### config.mk
export PLATFORM = sky130hd
export DESIGN_NAME = red_pitaya_pll_drp
export DESIGN_NICKNAME = d
export VERILOG_FILES = /design/src/rtl/pll_drp_pkg.sv /design/src/rtl/pll_drp_sync.sv /design/src/rtl/red_pitaya_pll_drp.sv
export SDC_FILE = /design/constraint.sdc
export NUM_CORES = 1
export LEC_CHECK = 0
export ABC_AREA = 0
export CORE_MARGIN = 2
export CORE_UTILIZATION = 40
export DETAILED_ROUTE_END_ITERATION = 8
export GPL_TIMING_DRIVEN = 1
export PLACE_DENSITY = 0.75
export RECOVER_POWER = 50
export SYNTH_ARGS = -nofsm -noshare
export SYNTH_HDL_FRONTEND = slang
export SYNTH_SLANG_ARGS = --single-unit
### constraint.sdc
create_clock -name clk -period 7.05 [get_ports clk]
set_input_delay 1.0575 -clock clk [delete_from_list [all_inputs] [get_ports clk]]
set_output_delay 1.0575 -clock clk [all_outputs]
set_load 0.005 [all_outputs]
### src/rtl/pll_drp_pkg.sv
// Shared types and helpers for the PLLE2 DRP reconfiguration controller.
package pll_drp_pkg;

  typedef enum logic [3:0] {
    S_IDLE, S_CHECK, S_RST, S_RD1, S_WRD1, S_WR1, S_WWR1,
    S_RD2, S_WRD2, S_WR2, S_WWR2, S_REL, S_WLOCK, S_ARST
  } state_t;

  typedef enum logic [1:0] {
    ERR_OK = 2'd0, ERR_ARG = 2'd1, ERR_DRDY = 2'd2, ERR_LOCK = 2'd3
  } err_t;

  localparam logic [15:0] KEEP1   = 16'hF000;
  localparam logic [15:0] KEEP2   = 16'hFF3F;
  localparam int          DIV_MAX = 128;

  // First register of each output's pair; the second is always at +1.
  function automatic logic [6:0] reg1_addr(input logic [2:0] sel);
    case (sel)
      3'd0:    return 7'h08;
      3'd1:    return 7'h0A;
      3'd2:    return 7'h0C;
      3'd3:    return 7'h0E;
      3'd4:    return 7'h10;
      3'd5:    return 7'h06;
      default: return 7'h00;
    endcase
  endfunction

  // 6-bit fields wrap for d==128, giving the PLLE2 high=low=0 encoding.
  function automatic logic [15:0] reg1_data(input logic [15:0] rd, input logic [7:0] d);
    logic [5:0] hi, lo;
    hi = (d == 8'd1) ? 6'd1 : d[6:1];
    lo = (d == 8'd1) ? 6'd1 : 6'(d - {1'b0, d[7:1]});
    return (rd & KEEP1) | {4'd0, hi, lo};
  endfunction

  // Divide-by-1 bypasses the counter, so edge is forced low there.
  function automatic logic [15:0] reg2_data(input logic [15:0] rd, input logic [7:0] d);
    logic edg, nc;
    nc  = (d == 8'd1);
    edg = d[0] && !nc;
    return (rd & KEEP2) | {8'd0, edg, nc, 6'd0};
  endfunction

endpackage

### src/rtl/pll_drp_sync.sv
// Two-flop synchroniser for the asynchronous PLL lock indication.
module pll_drp_sync (
  input  logic clk,
  input  logic rst,
  input  logic d,
  output logic q
);
  logic meta;

  always_ff @(posedge clk) begin
    if (rst) {q, meta} <= 2'b00;
    else     {q, meta} <= {meta, d};
  end
endmodule

### src/rtl/red_pitaya_pll_drp.sv
// PLLE2 runtime divider reconfiguration over DRP: reset PLL, two RMWs, relock.
// Define PLL_DRP_LOCKMON_EN to add lock-loss counting and automatic relock.
module red_pitaya_pll_drp
  import pll_drp_pkg::*;
#(
  parameter int N_OUT   = 6,
  parameter int DIV_W   = 8,
  parameter int LOCK_TO = 65536,
  parameter int DRDY_TO = 64
)(
  input  logic             clk,
  input  logic             rst,
  input  logic             cfg_valid,
  output logic             cfg_ready,
  input  logic [2:0]       cfg_sel,
  input  logic [DIV_W-1:0] cfg_div,
  output logic             done,
  output logic [1:0]       err_code,
  output logic [6:0]       drp_daddr,
  output logic             drp_den,
  output logic             drp_dwe,
  output logic [15:0]      drp_di,
  input  logic [15:0]      drp_do,
  input  logic             drp_drdy,
  output logic             pll_rst,
  input  logic             pll_locked,
  output logic             locked
`ifdef PLL_DRP_LOCKMON_EN
  ,
  output logic [15:0]      lock_loss_cnt
`endif
);

  localparam int TW = $clog2(LOCK_TO + DRDY_TO + 16);
  localparam logic [TW-1:0] DRDY_LAST = TW'(DRDY_TO - 1);
  localparam logic [TW-1:0] LOCK_LAST = TW'(LOCK_TO - 1);
  localparam logic [TW-1:0] ARST_LAST = TW'(15);

  state_t           state, state_nxt;
  err_t             fin_code;
  logic [2:0]       sel_q;
  logic [DIV_W-1:0] div_q;
  logic [15:0]      wdat;
  logic [TW-1:0]    tmr;
  logic [6:0]       a1;
  logic             boot, auto_q, accept, bad, drdy_exp, lock_exp, relock, fin;

  assign accept   = cfg_valid && cfg_ready;
  assign bad      = (32'(sel_q) >= N_OUT) || (div_q == '0) || (32'(div_q) > DIV_MAX);
  assign drdy_exp = (tmr == DRDY_LAST);
  assign lock_exp = (tmr == LOCK_LAST);
  assign a1       = reg1_addr(sel_q);

  pll_drp_sync u_sync (.clk(clk), .rst(rst), .d(pll_locked), .q(locked));

`ifdef PLL_DRP_LOCKMON_EN
  logic locked_q;
  // A drop while pll_rst is held (e.g. after a drdy timeout) is expected, not a loss.
  assign relock = (state == S_IDLE) && !pll_rst && locked_q && !locked;

  always_ff @(posedge clk) begin
    if (rst) begin
      locked_q      <= 1'b0;
      lock_loss_cnt <= '0;
    end else begin
      locked_q <= locked;
      if (relock && lock_loss_cnt != 16'hFFFF) lock_loss_cnt <= lock_loss_cnt + 16'd1;
    end
  end
`else
  assign relock = 1'b0;
`endif

  always_ff @(posedge clk) begin
    if (rst) state <= S_IDLE;
    else     state <= state_nxt;
  end

  always_comb begin
    state_nxt = state;
    case (state)
      S_IDLE:  if (accept) state_nxt = S_CHECK;
               else if (relock) state_nxt = S_ARST;
      S_CHECK: state_nxt = bad ? S_IDLE : S_RST;
      S_RST:   state_nxt = S_RD1;
      S_RD1:   state_nxt = S_WRD1;
      S_WRD1:  if (drp_drdy) state_nxt = S_WR1;  else if (drdy_exp) state_nxt = S_IDLE;
      S_WR1:   state_nxt = S_WWR1;
      S_WWR1:  if (drp_drdy) state_nxt = S_RD2;  else if (drdy_exp) state_nxt = S_IDLE;
      S_RD2:   state_nxt = S_WRD2;
      S_WRD2:  if (drp_drdy) state_nxt = S_WR2;  else if (drdy_exp) state_nxt = S_IDLE;
      S_WR2:   state_nxt = S_WWR2;
      S_WWR2:  if (drp_drdy) state_nxt = S_REL;  else if (drdy_exp) state_nxt = S_IDLE;
      S_REL:   state_nxt = S_WLOCK;
      S_WLOCK: if (locked || lock_exp) state_nxt = S_IDLE;
      S_ARST:  if (tmr == ARST_LAST) state_nxt = S_REL;
      default: state_nxt = S_IDLE;
    endcase
  end

  always_comb begin
    drp_den   = 1'b0;
    drp_dwe   = 1'b0;
    drp_daddr = '0;
    drp_di    = '0;
    fin       = 1'b0;
    fin_code  = ERR_OK;
    case (state)
      S_CHECK: if (bad) begin fin = 1'b1; fin_code = ERR_ARG; end
      S_RD1:   begin drp_den = 1'b1; drp_daddr = a1; end
      S_WR1:   begin drp_den = 1'b1; drp_dwe = 1'b1; drp_daddr = a1; drp_di = wdat; end
      S_RD2:   begin drp_den = 1'b1; drp_daddr = 7'(a1 + 7'd1); end
      S_WR2:   begin drp_den = 1'b1; drp_dwe = 1'b1; drp_daddr = 7'(a1 + 7'd1); drp_di = wdat; end
      S_WRD1, S_WWR1, S_WRD2, S_WWR2:
        if (!drp_drdy && drdy_exp) begin fin = 1'b1; fin_code = ERR_DRDY; end
      // Automatic relock completes silently.
      S_WLOCK:
        if (locked)        begin fin = !auto_q; fin_code = ERR_OK;   end
        else if (lock_exp) begin fin = !auto_q; fin_code = ERR_LOCK; end
      default: ;
    endcase
  end

  always_ff @(posedge clk) begin
    if (rst) begin
      tmr       <= '0;
      boot      <= 1'b1;
      auto_q    <= 1'b0;
      sel_q     <= '0;
      div_q     <= '0;
      wdat      <= '0;
      cfg_ready <= 1'b0;
      done      <= 1'b0;
      err_code  <= ERR_OK;
      pll_rst   <= 1'b1;
    end else begin
      tmr       <= (state_nxt != state || state == S_IDLE) ? '0 : tmr + TW'(1);
      boot      <= 1'b0;
      cfg_ready <= (state_nxt == S_IDLE);
      done      <= fin;
      if (fin)         err_code <= fin_code;
      else if (accept) err_code <= ERR_OK;
      if (accept) begin
        sel_q <= cfg_sel;
        div_q <= cfg_div;
      end
      if (state_nxt == S_ARST)       auto_q <= 1'b1;
      else if (state_nxt == S_CHECK) auto_q <= 1'b0;
      if (drp_drdy && state == S_WRD1) wdat <= reg1_data(drp_do, 8'(div_q));
      if (drp_drdy && state == S_WRD2) wdat <= reg2_data(drp_do, 8'(div_q));
      // pll_rst stays high after a drdy timeout; only boot or a completed write sequence clears it.
      if (boot)                                              pll_rst <= 1'b0;
      else if (state_nxt == S_RST || state_nxt == S_ARST)    pll_rst <= 1'b1;
      else if (state_nxt == S_REL)                           pll_rst <= 1'b0;
    end
  end

endmodule

# After elaboration in Yosys (flattened, before gate mapping)
# Cells that the tools add are included.
dict set report totals {
  regBits 57
  inputBits 32
  out_inout_bits 31
  wordCells 111
}
dict set report classes {
  n_addsub 3
  order_cmp 2
  eq_ne 27
  mux 37
  n_bitwise 2
  n_reduce_logical 27
}
# op n
set ops {}
lappend ops {{4-bit one-hot mux with 14 select lines} 1}
lappend ops {{16-bit 2-to-1 mux} 3}
lappend ops {{4-bit == test, second input constant} 8}
lappend ops {{4-bit 2-to-1 mux} 8}
lappend ops {{5-bit one-hot mux with 6 select lines} 1}
lappend ops {{17-bit by 1-bit adder with 17-bit output, second input constant} 1}
lappend ops {{17-bit by 16-bit == test with 1-bit output, second input constant} 1}
lappend ops {{17-bit by 4-bit == test with 1-bit output, second input constant} 1}
lappend ops {{17-bit by 6-bit == test with 1-bit output, second input constant} 1}
lappend ops {{4-bit by 3-bit == test with 1-bit output, second input constant} 4}
lappend ops {{16-bit by 12-bit bitwise OR with 16-bit output} 1}
lappend ops {{16-bit by 8-bit bitwise OR with 16-bit output} 1}
lappend ops {{7-bit one-hot mux with 2 select lines} 1}
lappend ops {{1-bit 2-to-1 mux} 13}
lappend ops {{4-bit by 2-bit == test with 1-bit output, second input constant} 3}
lappend ops {{2-bit 2-to-1 mux} 6}
lappend ops {{6-bit 2-to-1 mux} 2}
lappend ops {{4-bit by 1-bit == test with 1-bit output, second input constant} 2}
lappend ops {{8-bit by 1-bit == test with 1-bit output, second input constant} 1}
lappend ops {{8-bit > comparator, second input constant} 1}
lappend ops {{4-bit zero test} 2}
lappend ops {{8-bit zero test} 1}
lappend ops {{2-bit OR reduction} 4}
lappend ops {{4-bit OR reduction} 2}
lappend ops {{other kinds (15)} 29}

# Depth between registers and ports, before layout
# Gate-level depths: netlist (run 1).
dict set report depth {
  depth_word 9
  ltp_mapped 12
}

# Hierarchy
# From an unflattened synthesis (run 1), not the netlist that was laid out.
dict set report hier_totals {
  cells_unflattened 379
  area_unflattened_um2 3085.5
}
# mod instances cells_per_inst area_each_um2 seq_area_each_um2
set modules_own_cells {}
lappend modules_own_cells {red_pitaya_pll_drp 1 375 3032.9 1101.1}
lappend modules_own_cells {pll_drp_sync 1 4 52.6 40.0}

# Least setup slack after synthesis (run 1)
# OpenSTA, ideal clock, no wires.
dict set report synth_timing {
  path_kind {reg-to-output}
  startpoint {reg state[2]}
  endpoint {out drp_daddr[4]}
  arrival_ps 1290
  slack_ps 4702
  path_stages_with_launch 7
  path_buffers 2
  path_cell_list {dfxtp_1 > buf_2 > buf_2 > nor2_1 > xnor2_1 > nand2_1 > nor4b_1}
}
dict set report synth_between {
  elab_chain_len 3
}
# item line
set synth_rtl {}
lappend synth_rtl {{from (decl)} red_pitaya_pll_drp.sv:39} ;# state_t state, state_nxt;
lappend synth_rtl {{from (signal assigned)} red_pitaya_pll_drp.sv:76} ;# else state <= state_nxt;
lappend synth_rtl {{4-bit == test, or another cell as far along} red_pitaya_pll_drp.sv:108} ;# case (state)
lappend synth_rtl {{2-bit OR reduction (no source line)} --}
lappend synth_rtl {{7-bit one-hot mux with 2 select lines (*)} red_pitaya_pll_drp.sv:108}
lappend synth_rtl {{to (decl)} red_pitaya_pll_drp.sv:19} ;# output logic [6:0] drp_daddr,
# Mark *: on every way between the ends. The rest lies on a longest branch, timed or not.

# Worst setup path in the final report (run 1)
dict set report layout_timing {
  startpoint {reg state[3]}
  endpoint {out drp_di[13]}
}
dict set report layout_between {
  elab_chain_len 3
}
# item line
set layout_rtl {}
lappend layout_rtl {{4-bit == test or 4-bit by 3-bit == test with 1-bit output (tied branches)} red_pitaya_pll_drp.sv:108}
lappend layout_rtl {{2-bit OR reduction (no source line) (*)} --}
lappend layout_rtl {{16-bit 2-to-1 mux (*)} red_pitaya_pll_drp.sv:108}
lappend layout_rtl {{to (decl)} red_pitaya_pll_drp.sv:22} ;# output logic [15:0] drp_di,
# Marked as above.

==> flow_summary.ini, run 1 <==
[clocking]
clk_path_buf_depth = 2
clk_pin_slew_worst_paths_ns = 0.06
cts.repair.resized = 0
cts_tree = yes
postCtsSetupRepairBufs = 0
cts_buffers = 9
clock-sinks = 57
htree_levels = 3
ctsRootBufferMaster = clkbuf_8
cts_hold_buf = 0
clkLatencyLatePin_ns = 0.34

[power]
p_leak_nw = 1.43
ir_drop_mv = 0.169
power_density_nw_per_um2 = 191

[global_route]
grt_pass1_wl_mm = 12.9
grt_usage = 0.185
grt_max_degree = 43
antenna_found_initial = 0
grt_pass1_vias = 2883
grt_overflow_total = 0

[placed_design]
dp_cells = 527
hpwlAfterDp_mm = 5.26
portBuffers = 58
dp_slack_ns = 3.55
gp_congestion = 0.894

[cells_and_area]
final_common_cell = dfxtp_1
layoutNonFillerInstCount = 543
drive_gt1_frac = 0.0975
syn_to_final_growth_pct = 22.1
final_cell_mix = dfxtp_1 (57), nand2_1 (55), clkdlybuf4s50_1 (51), nor2_1 (38), a21oi_1 (34)
diodes = 0
utilization = 0.505
nets = 480

[floorplanning]
num_rows = 32
die_w_um = 93.4
die_area_um2 = 8720
io_pins = 63
die_h_um = 93.4
core_area_um2 = 7730
initial_utilization = 0.413

[sta]
holdWs_ns = 0.435
clock_skew_ns = 0.0106
worst_slack_ns = 3.16
setup_viol = 0
fin_crit_sh = 0.551
rsz0062_at_grt = false
finalHoldViolCount = 0
maxSlewViolCount = 61
relSlewSlack = -0.237
finalSetupTns_ns = 0
fin_crit_ns = 3.89
fmax_mhz = 257
tightest_slew_ns = 1.86

[logic_synthesis]
yosysSeqAreaShare = 0.357
ys_warn_count = 0
synth_cell_types = 60
synthesis.area_um2 = 3190
avgSynthCellArea_um2 = 8.21
synth-seq-cells = 57
synth_edf_count = 0
netlist_instances = 389
synthFlopType = dfxtp_1
async_flop_share = 0

[setup_path]
cp.required_ns = 5.99
path_max_fanout = 23
critPathCaptureType = primary output
arrival_ns = 2.83
crit_path_start_kind = flip-flop
crit_type = reg2out

[detailed_routing]
vias_per_cell = 5.35
vias = 2903
wl_mm = 7.50
drt_iter0_drc = 148
wl_per_cell_um = 13.8
dr.pass1.iters = 4
drc = 0
drtAntennaViolNets = 0

[job]
drv_cap = 2

[run_status]
violations = capacitance limit, slew limit
outcome = finished, violations left

[hold_path]
hp-class = reg2reg
==> where the power goes <==
| group | internal, W | total, W | switching (W) |
|---|---|---|---|
| Sequential | 0.000331 | 0.000344 | 0.0000126 |
| Clock | 0.000170 | 0.000303 | 0.000133 |
| Combinational | 0.0000472 | 0.0000987 | 0.0000515 |
| Total | 0.000548 | 0.000745 | 0.000197 |
==> flip-flops by register name, summed over array words and instances (netlist names) <==
signal	flops
pll_rst	1
cfg_ready	1
boot	1
auto_q	1
u_sync.q	1
div_q	8
err_code	2
u_sync.meta	1
tmr	17
state	4
sel_q	3
done	1
wdat	16
==> final cells by class <==
cell class,instances,area [µm²]
fill,748,3830
timing repair buffer,59,584
sequential,57,1140
multi-input combinational,298,1810
clock inverter,6,57.6
tap,102,128
clock buffer,10,138
inverter,11,41.3
==> cell usage after synthesis (all sizes together), types with 3 or more instances <==
| cell | n | area share |
|---|---|---|
| nand4b | 4 | 0.011 |
| xor2 | 11 | 0.030 |
| nand4 | 3 | 0.0059 |
| clkbuf | 14 | 0.036 |
| o21ai | 11 | 0.017 |
| ha | 11 | 0.043 |
| a221oi | 4 | 0.011 |
| a21oi | 35 | 0.056 |
| nor3 | 11 | 0.017 |
| or2 | 4 | 0.0078 |
| buf | 10 | 0.023 |
| nor2b | 6 | 0.012 |
| dfxtp | 57 | 0.36 |
| xnor2 | 9 | 0.025 |
| nor4b | 4 | 0.011 |
| nor4 | 4 | 0.012 |
| nand3 | 13 | 0.022 |
| and3 | 23 | 0.046 |
| nor2 | 48 | 0.064 |
| nand2 | 55 | 0.065 |
| or3 | 3 | 0.0074 |
| a211oi | 4 | 0.0094 |
| inv | 11 | 0.013 |
==> critical path, cell delays in order (launching register included) <==
cell and delay, ns:
dfxtp_1 0.80, xor2_1 0.90, and3_1 0.28, clkdlybuf4s50_1 0.51
==> stage by stage <==
step	power, W	cell area (µm²)
3_3_place_gp	0.000445	3730
5_1_grt	0.000781	3900
3_5_place_dp	0.000448	3730
6_report	0.000745	3900
2_1_floorplan	0.000413	3200
4_1_cts	0.000753	3920
==> metal layers <==
metal  GRT usage  up-vias  routed length, µm
li1            -     1439                  -
met1       0.214     1374               3200
met2       0.324       78               3760
met3      0.0612       12                436
met4      0.0502        0                108
met5           0        -                  0
==> cell families (layout without fill, tap and decap cells) <==
| kind of cell | count (synthesis) | count (layout) | share of synthesized area |
|---|---|---|---|
| flip-flops | 57 | 57 | 0.357 |
| other | 1 | 2 | 0.00117 |
| multiplexers | 3 | 3 | 0.00979 |
| buffers and inverters | 35 | 86 | 0.0713 |
| XOR/XNOR | 20 | 20 | 0.0548 |
| adder cells (fa/ha/maj) | 12 | 12 | 0.0494 |
| AND/OR/NAND/NOR | 189 | 189 | 0.308 |
| AO/OA/AOI/OAI | 72 | 72 | 0.148 |
==> final timing paths <==
kind | startpoint | endpoint | slack, ns | cells after the start
worst max register to register | tmr[0] | tmr[15] | 3.87 | 11
worst min-delay path | u_sync.meta | u_sync.q | 0.44 | 1
worst max-delay path | state[3] | drp_di[13] | 3.16 | 3
worst min register to register | u_sync.meta | u_sync.q | 0.44 | 1
Note: power is estimated with default switching activity, not from simulation.
==> run 2: changes to the inputs <==
==> constraint.sdc (replaced) <==
create_clock -name clk -period 4 [get_ports clk]
set_input_delay 0.6 -clock clk [delete_from_list [all_inputs] [get_ports clk]]
set_output_delay 0.6 -clock clk [all_outputs]
set_load 0.005 [all_outputs]
==> flow_summary.ini, run 2 (synthesis gave the netlist of run 1 again) <==
[run_status]
outcome = finished, violations left
violations = capacitance limit, slew limit

[clocking]
ctsRootBufferMaster = clkbuf_8
clk_path_buf_depth = 2
cts.repair.resized = 0
cts_hold_buf = 0
clock-sinks = 57
clk_pin_slew_worst_paths_ns = 0.06
postCtsSetupRepairBufs = 0
cts_buffers = 9
clkLatencyLatePin_ns = 0.34
cts_tree = yes
htree_levels = 3

[placed_design]
portBuffers = 58
dp_cells = 529
gp_congestion = 0.897
hpwlAfterDp_mm = 5.30
dp_slack_ns = 1.32

[sta]
fmax_mhz = 341
finalSetupTns_ns = 0
clock_skew_ns = 0.00732
relSlewSlack = -0.221
fin_crit_sh = 0.733
finalHoldViolCount = 0
rsz0062_at_grt = false
worst_slack_ns = 1.07
fin_crit_ns = 2.93
tightest_slew_ns = 1.83
maxSlewViolCount = 43
setup_viol = 0
holdWs_ns = 0.451

[cells_and_area]
top_register = tmr
nFillCells = 760
drive_gt1_frac = 0.0993
top_regs = tmr (17), wdat (16), div_q (8)
layoutNonFillerInstCount = 545
regArea_um2 = 1140
utilization = 0.508
multi_input_area_um2 = 1820
final_common_cell = dfxtp_1
final_cell_mix = dfxtp_1 (57), nand2_1 (55), clkdlybuf4s50_1 (50), nor2_1 (38), a21oi_1 (34)
largest_register_ffs = 17
diodes = 0
syn_to_final_growth_pct = 22.9
nets = 482

[detailed_routing]
wl_per_cell_um = 13.4
wl_mm = 7.33
dr.pass1.iters = 4
drt_iter0_drc = 105
vias = 2882
drtAntennaViolNets = 0
vias_per_cell = 5.29
drc = 0

[floorplanning]
die_area_um2 = 8720
die_h_um = 93.4
num_rows = 32
die_w_um = 93.4
core_area_um2 = 7730
io_pins = 63
initial_utilization = 0.413

[power]
p_leak_nw = 1.44
ir_drop_mv = 0.226
power_density_nw_per_um2 = 326

[global_route]
grt_max_degree = 43
grt_pass1_wl_mm = 12.9
grt_usage = 0.184
grt_overflow_total = 0
grt_pass1_vias = 2886
antenna_found_initial = 0

[setup_path]
cp.required_ns = 3.40
critPathCaptureType = primary output
path_max_fanout = 19
arrival_ns = 2.33
crit_type = reg2out
crit_path_start_kind = flip-flop

[job]
drv_cap = 1

[hold_path]
hp-class = reg2reg
-- run 2: changes by cell type in the layout (fill, tap and decap cells not counted), sizes merged --
cell	change
buf	+2
bufinv	-1
clkbuf	+4
clkdlybuf4s50	-1
clkinv	-2
clkinvlp	-1
dlygate4sd3	+1
-- run 2: stage by stage --
step,power [W],cell area (µm²)
final,0.00128,3930
after global placement,0.000785,3740
after global routing,0.00135,3930
after CTS,0.00130,3940
after floorplan,0.000728,3200
after detailed placement,0.000792,3740
-- run 2: layout make-up --
cell class / count / area share
Multi-Input combinational cell: 298 / 0.465
Sequential cell: 57 / 0.291
Timing Repair Buffer: 61 / 0.153
Clock buffer: 14 / 0.0465
Tap cell: 102 / 0.0325
Inverter: 11 / 0.0105
Clock inverter: 2 / 0.00255
-- run 2: final timing paths --
kind                  from     endpoint  slack [ns]  cells after the start
setup reg to reg    tmr[0]  err_code[0]        1.25                     12
hold reg to reg   wdat[12]     wdat[12]        0.45                      2
setup / recovery  state[3]    drp_di[6]        1.07                      3
hold / removal    wdat[12]     wdat[12]        0.45                      2
-- run 2: per-layer routing --
metal | part of all wire | global-route usage | up-vias
met3 | 0.052 | 0.0492 | 18
met5 | 0 | 0 | -
met1 | 0.43 | 0.219 | 1343
met4 | 0.025 | 0.0833 | 0
li1 | - | - | 1450
met2 | 0.49 | 0.309 | 71
-- run 2: worst max-delay path: stages (launching register included) --
cell             delay (ns)
dfxtp_1                0.34
xor2_1                 0.87
and3_1                 0.28
clkdlybuf4s50_1        0.51
-- run 2: power by group --
group | switching [W] | internal, W | leakage (nW)
registers | 0.0000212 | 0.000584 | 0.462
logic | 0.0000897 | 0.0000834 | 0.878
clock network | 0.000213 | 0.000290 | 0.102
==> run 3: changes to the inputs <==
--- a/config.mk
+++ b/config.mk
@@ -10,7 +10,7 @@
 export CORE_UTILIZATION = 40
 export DETAILED_ROUTE_END_ITERATION = 8
 export GPL_TIMING_DRIVEN = 1
-export PLACE_DENSITY = 0.75
+export PLACE_DENSITY = 0.78
 export RECOVER_POWER = 50
 export SYNTH_ARGS = -nofsm -noshare
 export SYNTH_HDL_FRONTEND = slang
==> constraint.sdc (replaced) <==
create_clock -name clk -period 2.6 [get_ports clk]
set_input_delay 0.39 -clock clk [delete_from_list [all_inputs] [get_ports clk]]
set_output_delay 0.39 -clock clk [all_outputs]
set_load 0.005 [all_outputs]
==> flow_summary.ini, run 3 (synthesis gave the netlist of run 1 again) <==
[cells_and_area]
final_cell_mix = dfxtp_1 (57), nand2_1 (55), clkdlybuf4s50_1 (51), nor2_1 (37), a21oi_1 (34)
diodes = 0
top_regs = tmr (17), wdat (16), div_q (8)
nets = 491
largest_register_ffs = 17
utilization = 0.530
final_common_cell = dfxtp_1
layoutNonFillerInstCount = 554
top_register = tmr
drive_gt1_frac = 0.124
syn_to_final_growth_pct = 28.2

[global_route]
grt_overflow_total = 0
grt_pass1_wl_mm = 13.0
grt_max_degree = 42
grt_usage = 0.188
antenna_found_initial = 0
grt_pass1_vias = 2840

[sta]
maxSlewViolCount = 0
finalSetupTns_ns = 0
fin_crit_sh = 0.932
worst_slack_ns = 0.177
relSlewSlack = 0.327
setup_viol = 0
finalHoldViolCount = 0
fmax_mhz = 413
tightest_slew_ns = 1.00
clock_skew_ns = 0.00738
fin_crit_ns = 2.42

[placed_design]
hpwlAfterDp_mm = 5.45
portBuffers = 58
gp_congestion = 0.915
dp_cells = 536
dp_slack_ns = 0.175

[setup_path]
arrival_ns = 2.70
cp_top_family = simple AND/OR/NAND/NOR gates
rr_endpoint = tmr[11]
cp_slowest_cell = dfxtp_1
crit-reg2reg-launch = tmr[0]
critical_path_buf_inv_count = 0
path_max_fanout = 8
slowest_delay_ns = 0.34
crit_path_start_kind = flip-flop
cp.required_ns = 2.87
crit_type = reg2reg
r2r.worst_path.cells = 11
cp_cell_sequence = ha_1 -> nand3_2 -> or2_2 -> nor2_1 -> and3_1 -> ha_1 -> nor2_1 -> nand4_1 -> o2111ai_4 -> o2111ai_4 -> nor2_2
critPathCaptureType = flip-flop
reg2reg_setup_slack_ns = 0.18

[floorplanning]
initial_utilization = 0.413
die_w_um = 93.4
die_h_um = 93.4
core_area_um2 = 7730
num_rows = 32
io_pins = 63
die_area_um2 = 8720

[hold_path]
worstHoldEndpoint = u_sync.q
hp-class = reg2reg
hp-start = u_sync.meta
worstHoldPathCells = 1

[clocking]
cts_buffers = 9
clk_path_buf_depth = 2
ctsRootBufferMaster = clkbuf_8
postCtsSetupRepairBufs = 0
htree_levels = 3
cts_tree = yes
cts_hold_buf = 0
clock-sinks = 57
clkLatencyLatePin_ns = 0.34
cts.repair.resized = 0
clk_pin_slew_worst_paths_ns = 0.06

[run_status]
outcome = finished, final reports clean

[power]
ir_drop_mv = 0.428
p_leak_nw = 1.49
p_total_w = 0.00222
power_density_nw_per_um2 = 542

[detailed_routing]
vias = 2960
drtAntennaViolNets = 0
wl_per_cell_um = 14.5
dr.pass1.iters = 5
drc = 0
drt_iter0_drc = 179
wl_mm = 8.01
vias_per_cell = 5.34

[job]
drv_cap = 0
-- run 3: worst max path at each step --
stage	cells past startpoint	slack [ns]	end	start
CTS	5	0.09	drp_daddr[4]	state[2]
detailed placement	11	0.18	tmr[15]	tmr[0]
finish	11	0.18	tmr[11]	tmr[0]
global route	11	-0.01	tmr[13]	tmr[0]
global placement	11	0.24	tmr[13]	tmr[0]
floorplan	12	0.25	tmr[9]	tmr[0]
-- run 3: cell type report --
cell class	count	area (µm²)
fillers	706	3630
inverters	11	41.3
multi-input cells	300	1890
clock inverters	5	103
well taps	102	128
flip-flops and latches	57	1140
repair buffers	68	649
clock buffers	11	141
-- run 3: per-layer routing --
layer	vias up	global-route usage	part of all wire	routed length [µm]
met2	96	0.315	0.49	3960
met5	-	0	0	0
met4	0	0.0772	0.024	196
met3	19	0.0548	0.059	469
li1	1475	-	-	-
met1	1370	0.224	0.42	3390
-- run 3: where the power goes --
part	internal (W)	switching (W)	total, W
combinational	0.000133	0.000155	0.000288
sequential	0.000898	0.0000248	0.000923
clock	0.000661	0.000346	0.00101
-- run 3: stage by stage --
| stage | hold WS [ns] | instance area, µm² |
|---|---|---|
| 2_1_floorplan | 0.414 | 3200 |
| 3_3_place_gp | 0.419 | 3790 |
| 3_5_place_dp | 0.437 | 3790 |
| 4_1_cts | 0.451 | 4040 |
| 5_1_grt | 0.480 | 4090 |
| 6_report | 0.444 | 4090 |
